File: src/rtl/dma_xfer_ctrl.sv
// Single-channel DMA transfer sequencer: loads the transfer counter, grants one
// beat per dreq/dack handshake and reports completion or abort via done/irq.
module dma_xfer_ctrl #(
    parameter int WIDTH = 10
) (
    input  logic             clk,
    input  logic             nMR,
    input  logic             start,
    input  logic [WIDTH-1:0] cfg_len,
    input  logic             abort,
    input  logic             dreq,
    output logic             dack,
    output logic [WIDTH-1:0] cnt_data,
    output logic             cnt_load,
    output logic             cnt_dir,
    output logic             cnt_en,
    input  logic [WIDTH-1:0] cnt_count,
    output logic             busy,
    output logic             done,
    output logic             aborted,
    output logic             irq,
    input  logic             irq_clr
);

    typedef enum logic [2:0] {
        IDLE,
        LOAD,
        WAIT_REQ,
        ACK,
        DONE
    } state_t;

    state_t           state_q;
    state_t           state_d;
    logic [WIDTH-1:0] len_q;
    logic             ld_len;
    logic             set_abort;
    logic             clr_abort;

    always_ff @(posedge clk or negedge nMR) begin
        if (!nMR) begin
            state_q <= IDLE;
            len_q   <= '0;
            aborted <= 1'b0;
            irq     <= 1'b0;
        end else begin
            state_q <= state_d;
            if (ld_len) begin
                len_q <= cfg_len;
            end
            if (set_abort) begin
                aborted <= 1'b1;
            end else if (clr_abort) begin
                aborted <= 1'b0;
            end
            // A completion in the same cycle as irq_clr must not be lost.
            if (state_q == DONE) begin
                irq <= 1'b1;
            end else if (irq_clr) begin
                irq <= 1'b0;
            end
        end
    end

    always_comb begin
        state_d   = state_q;
        ld_len    = 1'b0;
        set_abort = 1'b0;
        clr_abort = 1'b0;
        case (state_q)
            IDLE: begin
                if (start) begin
                    clr_abort = 1'b1;
                    if (cfg_len != '0) begin
                        ld_len  = 1'b1;
                        state_d = LOAD;
                    end else begin
                        state_d = DONE;
                    end
                end
            end
            LOAD: state_d = WAIT_REQ;
            WAIT_REQ: begin
                if (abort) begin
                    set_abort = 1'b1;
                    state_d   = DONE;
                end else if (dreq) begin
                    state_d = ACK;
                end
            end
            // The counter still shows the pre-decrement value here, so 1 means last beat.
            ACK: state_d = (cnt_count == WIDTH'(1)) ? DONE : WAIT_REQ;
            DONE: state_d = IDLE;
            default: state_d = IDLE;
        endcase
    end

    assign dack     = (state_q == ACK);
    assign cnt_en   = (state_q == ACK);
    assign cnt_load = (state_q == LOAD);
    assign busy     = (state_q != IDLE);
    assign done     = (state_q == DONE);
    assign cnt_data = len_q;
    assign cnt_dir  = 1'b0;

endmodule

File: config.mk
export PLATFORM = sky130hd
export DESIGN_NAME = dma_xfer_ctrl
export DESIGN_NICKNAME = d
export VERILOG_FILES = /design/src/rtl/dma_xfer_ctrl.sv
export SDC_FILE = /design/constraint.sdc
export NUM_CORES = 1
export LEC_CHECK = 0
export BUFFER_PORTS_ARGS = -buffer_cell sky130_fd_sc_hd__buf_2
export CAP_MARGIN = 20
export CORE_UTILIZATION = 45
export CTS_CLUSTER_DIAMETER = 120
export DETAILED_ROUTE_END_ITERATION = 7
export PLACE_DENSITY = 0.83
export SLEW_MARGIN = 10
export SYNTH_ARGS = -nofsm -noshare
export SYNTH_HDL_FRONTEND = slang
export SYNTH_SLANG_ARGS = --single-unit
export TNS_END_PERCENT = 20
File: constraint.sdc
create_clock -name clk -period 3.36 [get_ports clk]
set_input_delay 0.672 -clock clk [delete_from_list [all_inputs] [get_ports clk]]
set_output_delay 0.672 -clock clk [all_outputs]
set_load 0.02 [all_outputs]
==> results.cfg, run 1 <==
[clocking]
insertion_delay_ps = 280
root_buffer = clkbuf_4
clkTransAtPathRegs_ps = 90
ctsHoldBuffers = 0
clock_sinks = 15
h-tree-depth = 1
cts_setup_buffers = 0
cts_made_buffers = 3
cts_resized = 0
cts_tree = yes
clock_path_buffers = 2

[timing]
fin_tns_setup_ps = 0
setup_slack_ps = 1300
finalSetupViolations = 0
fmax_ghz = 0.486
period_share_pct = 61.2
skew_ps = 2.76
worst_pin_slew_ps = 736
min_period_ps = 2060
finalHoldViolCount = 0
grt_setup_unrepaired = no
relSlewSlack_pct = 50.5
drv_slew = 0

[final_layout]
area_growth_pct = 29.1
drive_above_1_share_pct = 58.7
diodes = 0
regArea_sq_um = 375
fillers = 136
multiInputGateArea_sq_um = 348
fin_nets = 131

[floorplan]
die_area_sq_um = 1860
start_util_pct = 49.4
num_rows = 14
die-width_microns = 43.2
core-area_sq_um = 1540
die_h_microns = 43.2
ios = 44

[drt]
vias = 661
met2_length_microns = 850
vias_per_cell = 5.51
top_layer_used = met4
wl_mm = 1.62
first_iter_violations = 11
route.met3.wl_microns = 70
drt_first_pass_iters = 4
avgRoutedWirePerCell_microns = 13.5
route.detailed.drc = 0
wl_met1_microns = 682
ant_nets = 0

[status]
status = completed

[global_route]
grt_pass1_wl_mm = 2.53
antenna_found_initial = 0
grt_max_degree = 16
gr-total-overflow = 0
grt_use_total_pct = 18.4
grt_pass1_vias = 625

[flow_run]
cap_violations = 0

[synth]
synth_seq_cells = 15
syn_inst = 63
ys_warn_count = 0
synth.distinct_cells = 28
yosysSeqAreaShare_pct = 49.3
synth_area_sq_um = 762
synth.net_count = 89
syn_avg_cell_area_sq_um = 12.1

[pwr]
power_density_nw_per_um2 = 880
p_leak_nw = 0.490
peakVddDrop_mv = 0.497

[worst_setup_path]
worstSetupPathType = reg -> out
rr_worst_depth = 3
critPathSlowestCell = dfrtp_1
critical_path_buf_inv_count = 1
critPathTopFamily = flip-flops
path_max_fanout = 10
critical_path.max_stage_delay_ps = 490
endpoint_kind = primary output
crit_cells = 2
crit_required_ps = 2690
path_cells = or3_1 -> buf_2
crit_path_start_kind = register
cp.arrival_ps = 1390

[place]
dp_hpwl_mm = 1.27
pre_cts_ws_ps = 1200
place_congestion = 0.720
portBuffers = 42

[hold_path]
min_path_type = in -> async
-- stage by stage --
stage | hold slack [ps] | utilization, % | cells | instance area [sq um] | total power, mW
6_report | 276 | 63.8 | 120 | 983 | 0.865
4_1_cts | 280 | 63.8 | 120 | 983 | 0.874
3_3_place_gp | 456 | 62.1 | 116 | 957 | 0.754
5_1_grt | 293 | 63.8 | 120 | 983 | 0.919
3_5_place_dp | 464 | 62.1 | 116 | 957 | 0.772
2_1_floorplan | 376 | - | 63 | 762 | 0.643
-- placed cells by master, fill, tap and decap left out --
| cell | synthesis | final |
|---|---|---|
| a21o_1 | 1 | 1 |
| a21oi_1 | 2 | 2 |
| a311oi_1 | 1 | 1 |
| a31oi_4 | 1 | 1 |
| and3b_2 | 1 | 1 |
| and4b_1 | 1 | 1 |
| buf_2 | 1 | 42 |
| clkbuf_1 | 1 | 1 |
| clkbuf_4 | 0 | 3 |
| conb_1 | 1 | 1 |
| dfrtp_1 | 15 | 15 |
| inv_1 | 1 | 1 |
| mux2_2 | 10 | 10 |
| nand2_1 | 4 | 4 |
| nand3_1 | 1 | 1 |
| nand4b_1 | 1 | 1 |
| nand4bb_1 | 1 | 1 |
| nor2_1 | 2 | 2 |
| nor3b_1 | 2 | 2 |
| nor4_1 | 3 | 3 |
| o31ai_1 | 1 | 1 |
| or2_2 | 1 | 1 |
| or3_1 | 2 | 2 |
| or3b_2 | 2 | 2 |
| or4_1 | 2 | 2 |
| or4b_1 | 1 | 1 |
| or4b_4 | 1 | 1 |
-- flip-flops by register name, summed over array words and instances, names as in the netlist --
| name | flops |
|---|---|
| aborted | 1 |
| irq | 1 |
| cnt_data | 10 |
| state_q | 3 |
-- final cells by class --
type                    instances  share of cell area, %
multi-input cells              42                   35.4
inverters                       1                  0.382
clock buffers                   4                   2.67
flip-flops and latches         15                   38.2
well taps                      16                   2.04
repair buffers                 42                   21.4
-- worst paths after layout --
kind                                 start     endpoint  slack [ps]
worst min register to register     aborted      aborted         480
worst max-delay path            state_q[2]         busy        1300
max in group asynchronous              nMR  cnt_data[9]        2840
worst min-delay path                   nMR   state_q[1]         280
min in group clk                   aborted      aborted         480
worst max register to register  state_q[2]  cnt_data[6]        1420
-- power breakdown --
group,switching [mW],internal (mW),total [mW]
combinational,0.232,0.193,0.425
sequential,0.0717,0.267,0.339
clock,0.0555,0.0461,0.102
-- synth_stat cells --
cell type	instances	area [sq um]
inv_1	1	3.75
a21oi_1	2	10.0
or3_1	2	12.5
nand3_1	1	5.00
or4b_1	1	10.0
or2_2	1	6.26
a311oi_1	1	8.76
clkbuf_1	1	3.75
and4b_1	1	10.0
nand2_1	4	15.0
nor2_1	2	7.51
o31ai_1	1	7.51
a31oi_4	1	21.3
nand4bb_1	1	11.3
nor3b_1	2	15.0
or4_1	2	15.0
dfrtp_1	15	375
nand4b_1	1	8.76
buf_4	2	15.0
buf_6	1	11.3
conb_1	1	3.75
and3b_2	1	10.0
a21o_1	1	7.51
or3b_2	2	17.5
mux2_2	10	113
buf_2	1	5.00
or4b_4	1	13.8
nor4_1	3	18.8
-- metal layers --
metal | vias to the layer above | global-route usage [%]
li1 | 318 | -
met1 | 319 | 20.9
met2 | 22 | 31.6
met3 | 2 | 5.53
met4 | 0 | 7.88
met5 | - | 0
-- kinds of logic (layout without fill, tap and decap cells) --
family	count (synthesis)	after routing	synth area share (%)
buf+inv	6	47	5.09
simple gates	25	25	23.2
flops	15	15	49.3
mux	10	10	14.8
other cells	1	1	0.492
compound gates	6	6	7.23
Note: power is estimated with default switching activity, not from simulation.
==> run 2, diff against run 1 <==
--- a/config.mk
+++ b/config.mk
@@ -5,12 +5,13 @@
 export SDC_FILE = /design/constraint.sdc
 export NUM_CORES = 1
 export LEC_CHECK = 0
+export ABC_AREA = 1
 export BUFFER_PORTS_ARGS = -buffer_cell sky130_fd_sc_hd__buf_2
 export CAP_MARGIN = 20
-export CORE_UTILIZATION = 45
+export CORE_UTILIZATION = 39
 export CTS_CLUSTER_DIAMETER = 120
 export DETAILED_ROUTE_END_ITERATION = 7
-export PLACE_DENSITY = 0.83
+export PLACE_DENSITY = 0.75
 export SLEW_MARGIN = 10
 export SYNTH_ARGS = -nofsm -noshare
 export SYNTH_HDL_FRONTEND = slang
==> constraint.sdc (replaced) <==
create_clock -name clk -period 1.7 [get_ports clk]
set_input_delay 0.34 -clock clk [delete_from_list [all_inputs] [get_ports clk]]
set_output_delay 0.34 -clock clk [all_outputs]
set_load 0.02 [all_outputs]
==> results.cfg, run 2 <==
[worst_setup_path]
critPathTopFamily = flip-flops
critPathSlowestCell = dfrtp_1
cp.arrival_ps = 1250
path_max_fanout = 4
endpoint_kind = primary output
crit_path_start_kind = register
worstSetupPathType = reg -> out
critical_path_buf_inv_count = 2
path_cells = inv_1 -> nand2_1 -> nor2_2 -> buf_2
critical_path.max_stage_delay_ps = 430
crit_required_ps = 1360

[synth]
ys_top_cells_by_count = 31 x nand2_1, 15 x dfrtp_1, 14 x nor2_1, 11 x nand4_1, 9 x inv_1
yosysSeqAreaShare_pct = 46.9
synth_area_sq_um = 801
synth.area.top_cells = dfrtp_1 47%, nand2_1 15%, nand4_1 8.6%
synth_edf_count = 0
async_flop_share_pct = 100
synth.most_common_cell = nand2_1
synth_seq_cells = 15
syn_inst = 103
synth_top_area_share_pct = 46.9
synth_largest_area_cell = dfrtp_1
synth_flop_cell = dfrtp_1
synth.net_count = 129
ys_warn_count = 0
syn_avg_cell_area_sq_um = 7.77
synth.distinct_cells = 22

[timing]
grt_setup_unrepaired = no
fin_tns_setup_ps = 0
finalHoldViolCount = 0
fmax_ghz = 0.630
drv_slew = 0
min_period_ps = 1590
skew_ps = 9.57
finalSetupViolations = 0
period_share_pct = 93.4

[place]
portBuffers = 42
dp_hpwl_mm = 1.29
place_congestion = 0.730
dp.cells = 168

[floorplan]
die-width_microns = 47.3
die_h_microns = 47.3
start_util_pct = 41.2
ios = 44
core-area_sq_um = 1940
die_area_sq_um = 2240
num_rows = 16

[clocking]
root_buffer = clkbuf_4
cts_made_buffers = 3
clock_sinks = 15
insertion_delay_ps = 290
cts_tree = yes
clkTransAtPathRegs_ps = 90
h-tree-depth = 1
clock_path_buffers = 2

[drt]
first_iter_violations = 26
route.detailed.drc = 0
drt_first_pass_iters = 4
ant_nets = 0
wl_mm = 1.70
vias_per_cell = 4.67
vias = 812
avgRoutedWirePerCell_microns = 9.75

[status]
status = completed

[global_route]
antenna_found_initial = 0
grt_pass1_wl_mm = 2.62
gr-total-overflow = 0
grt_use_total_pct = 16.5
grt_max_degree = 16
grt_pass1_vias = 636

[final_layout]
layout_commonest_cell = buf_2
fin_cells = 174
diodes = 0
regArea_sq_um = 375
fin_util_pct = 54.4
fillers = 190
layout_common_cells = 42 x buf_2, 31 x nand2_1, 15 x dfrtp_1
area_growth_pct = 32.0
multiInputGateArea_sq_um = 349
fin_nets = 174
largest_reg_flops = 10
drive_above_1_share_pct = 36.1

[pwr]
p_leak_nw = 0.605
power_density_nw_per_um2 = 1640
power_mw = 1.73
peakVddDrop_mv = 0.934

[hold_path]
min_path_type = in -> reg

[flow_run]
cap_violations = 0
[run 2: what timing repair did]
action                                 in CTS  in global routing
pin swaps                                   1                  0
resized for setup                           0                  1
endpoints found under the hold margin      15                  0
setup endpoints to repair                   1                  2
setup buffers                               1                  0
hold buffers                                1                  0
[run 2: worst reg2reg max path, cell delays in order, from the launching register on]
cell	delay, ps
dfrtp_1	440
nor3_4	240
buf_4	200
nand3_2	200
nand2_1	120
nand2_1	50
[run 2: metrics by stage]
step	instance area [sq um]	setup WS [ps]	hold WS (ps)
after floorplan	801	207	44.4
after global placement	1010	336	256
after detailed placement	1010	310	266
after CTS	1050	62.1	224
after global routing	1060	34.3	228
final	1060	113	230
[run 2: logic make-up after synthesis]
family | synth area share (%)
buffers and inverters | 9.84
DFF | 46.9
AOI/OAI and AO/OA | 2.81
and+or+nand+nor | 40.0
other | 0.468
[run 2: area by class of cell]
type,count,share of cell area [%]
Clock buffer,4,2.49
Sequential cell,15,35.5
Multi-Input combinational cell,73,33.0
Inverter,10,3.55
Timing Repair Buffer,45,22.2
Tap cell,27,3.20
[run 2: report_power, final]
| part | internal (mW) | switching, mW |
|---|---|---|
| clock | 0.0914 | 0.112 |
| combinational | 0.328 | 0.576 |
| sequential | 0.518 | 0.107 |
| total | 0.937 | 0.794 |
[run 2: path summary, 6_finish.rpt]
| path | startpoint | end | slack [ps] | depth (start not counted) |
|---|---|---|---|---|
| hold / removal | irq_clr | irq | 230 | 2 |
| max in group asynchronous | nMR | state_q[1] | 950 | 2 |
| setup / recovery | state_q[2] | cnt_en | 110 | 4 |
| min in group asynchronous | nMR | cnt_data[6] | 490 | 2 |
| hold reg to reg | cnt_data[5] | cnt_data[5] | 470 | 2 |
| setup reg to reg | state_q[0] | cnt_data[4] | 340 | 5 |
[run 2: metal layers]
| layer | up-vias | part of all wire [%] | wire length (microns) | global-route usage, % |
|---|---|---|---|---|
| met4 | 0 | 0.82 | 14 | 4.57 |
| met3 | 3 | 4.3 | 73 | 5.77 |
| met5 | - | 0 | 0 | 0 |
| met2 | 19 | 50 | 843 | 24.4 |
| met1 | 374 | 45 | 765 | 22.8 |
| li1 | 416 | - | - | - |
==> run 3, diff against run 2 <==
--- a/config.mk
+++ b/config.mk
@@ -11,7 +11,7 @@
 export CORE_UTILIZATION = 39
 export CTS_CLUSTER_DIAMETER = 120
 export DETAILED_ROUTE_END_ITERATION = 7
-export PLACE_DENSITY = 0.75
+export PLACE_DENSITY = 0.74
 export SLEW_MARGIN = 10
 export SYNTH_ARGS = -nofsm -noshare
 export SYNTH_HDL_FRONTEND = slang
==> results.cfg, run 3 (same netlist as run 2, synthesis figures left out) <==
[drt]
route.detailed.drc = 0
wl_mm = 1.76
first_iter_violations = 28
vias_per_cell = 4.72
ant_nets = 0
vias = 817
drt_first_pass_iters = 4
avgRoutedWirePerCell_microns = 10.2

[final_layout]
fin_cells = 173
layout_commonest_cell = buf_2
area_growth_pct = 31.1
regArea_sq_um = 375
multiInputGateArea_sq_um = 349
fin_nets = 173
diodes = 0
fillers = 216
layout_common_cells = 42 x buf_2, 31 x nand2_1, 15 x dfrtp_1
largest_reg_flops = 10
drive_above_1_share_pct = 35.6

[floorplan]
core-area_sq_um = 1940
start_util_pct = 41.2
die_h_microns = 47.3
num_rows = 16
die_area_sq_um = 2240
ios = 44
die-width_microns = 47.3

[global_route]
grt_use_total_pct = 16.4
grt_pass1_wl_mm = 2.57
antenna_found_initial = 0
grt_max_degree = 16
gr-total-overflow = 0
grt_pass1_vias = 612

[clocking]
cts_tree = yes
root_buffer = clkbuf_4
clock_path_buffers = 2
h-tree-depth = 1
cts_setup_buffers = 0
cts_made_buffers = 3
clock_sinks = 15
clkTransAtPathRegs_ps = 90
insertion_delay_ps = 280

[place]
portBuffers = 42
dp.cells = 168
pre_cts_ws_ps = 297
dp_hpwl_mm = 1.38
place_congestion = 0.743

[timing]
drv_slew = 0
period_share_pct = 95.3
skew_ps = 5.88
grt_setup_unrepaired = no
min_period_ps = 1620
setup_slack_ps = 79.2
fmax_ghz = 0.617
fin_tns_setup_ps = 0
finalHoldViolCount = 0
finalSetupViolations = 0

[hold_path]
min-delay-start = irq_clr
min_path_type = in -> reg
whs_endpoint = irq
worstHoldPathCells = 2

[status]
status = completed

[flow_run]
cap_violations = 0

[pwr]
p_leak_nw = 0.600
peakVddDrop_mv = 0.891
clkPwrFrac_pct = 11.7
power_density_nw_per_um2 = 1640
comb_power_share_pct = 51.6
netSwitchingPower_uw = 801
power.internal_uw = 917
swShare_pct = 46.6
p_seq_share_pct = 36.7

[worst_setup_path]
rr_worst_depth = 6
crit_path_start_kind = register
crit_required_ps = 1360
path_max_fanout = 6
worstSetupPathType = reg -> out
reg2reg_slack_ps = 360
r2r_start = state_q[2]
endpoint_kind = primary output
reg2reg_to = state_q[2]
cp.arrival_ps = 1280
[run 3: worst max-delay path, stage by stage (launching register included)]
cell and delay, ps:
dfrtp_1 430, nor3_4 330, inv_2 70, buf_2 160
[run 3: routing by layer]
layer | vias to the layer above | global-route usage [%] | routed length, microns
met5 | - | 0 | 0
met4 | 0 | 4.57 | 14
met3 | 5 | 5.77 | 108
met2 | 27 | 24.4 | 872
met1 | 370 | 22.6 | 764
li1 | 415 | - | -
[run 3: how the worst max path moves through the flow]
| stage | startpoint | endpoint | slack (ps) | depth (start not counted) |
|---|---|---|---|---|
| after CTS | state_q[2] | cnt_en | 60 | 4 |
| after global placement | cfg_len[1] | cnt_data[1] | 350 | 7 |
| after detailed placement | cfg_len[1] | cnt_data[6] | 300 | 7 |
| final | state_q[2] | busy | 80 | 3 |
| after global routing | state_q[2] | cnt_en | 10 | 4 |
| after floorplan | state_q[2] | dack | 210 | 4 |
[run 3: power by group through the flow]
| stage | combinational, mW | sequential, mW | clock [mW] |
|---|---|---|---|
| 2_1_floorplan | 0.458 | 0.792 | 0 |
| 3_3_place_gp | 0.863 | 0.632 | 0 |
| 3_5_place_dp | 0.884 | 0.638 | 0 |
| 4_1_cts | 0.889 | 0.633 | 0.210 |
| 5_1_grt | 0.993 | 0.654 | 0.230 |
| 6_report | 0.886 | 0.630 | 0.202 |
[run 3: what timing repair did]
item,in CTS,in global routing
endpoints found under the hold margin,15,0
hold buffers,1,0
gates resized for setup,0,1
setup endpoints to repair,0,2
[run 3: cell type report]
type	count	area share, %
clock buffer	4	2.50
inverter	10	3.58
tap	27	3.22
sequential	15	35.8
timing repair buffer	44	21.7
multi-input combinational	73	33.3
[run 3: stage by stage]
| stage | total power [mW] | hold slack, ps | instance area (sq um) | utilization [%] |
|---|---|---|---|---|
| 2_1_floorplan | 1.25 | 44.4 | 801 | - |
| 3_3_place_gp | 1.50 | 261 | 1010 | 52.1 |
| 3_5_place_dp | 1.52 | 265 | 1010 | 52.1 |
| 4_1_cts | 1.73 | 224 | 1050 | 53.9 |
| 5_1_grt | 1.88 | 216 | 1050 | 54.1 |
| 6_report | 1.72 | 232 | 1050 | 54.1 |
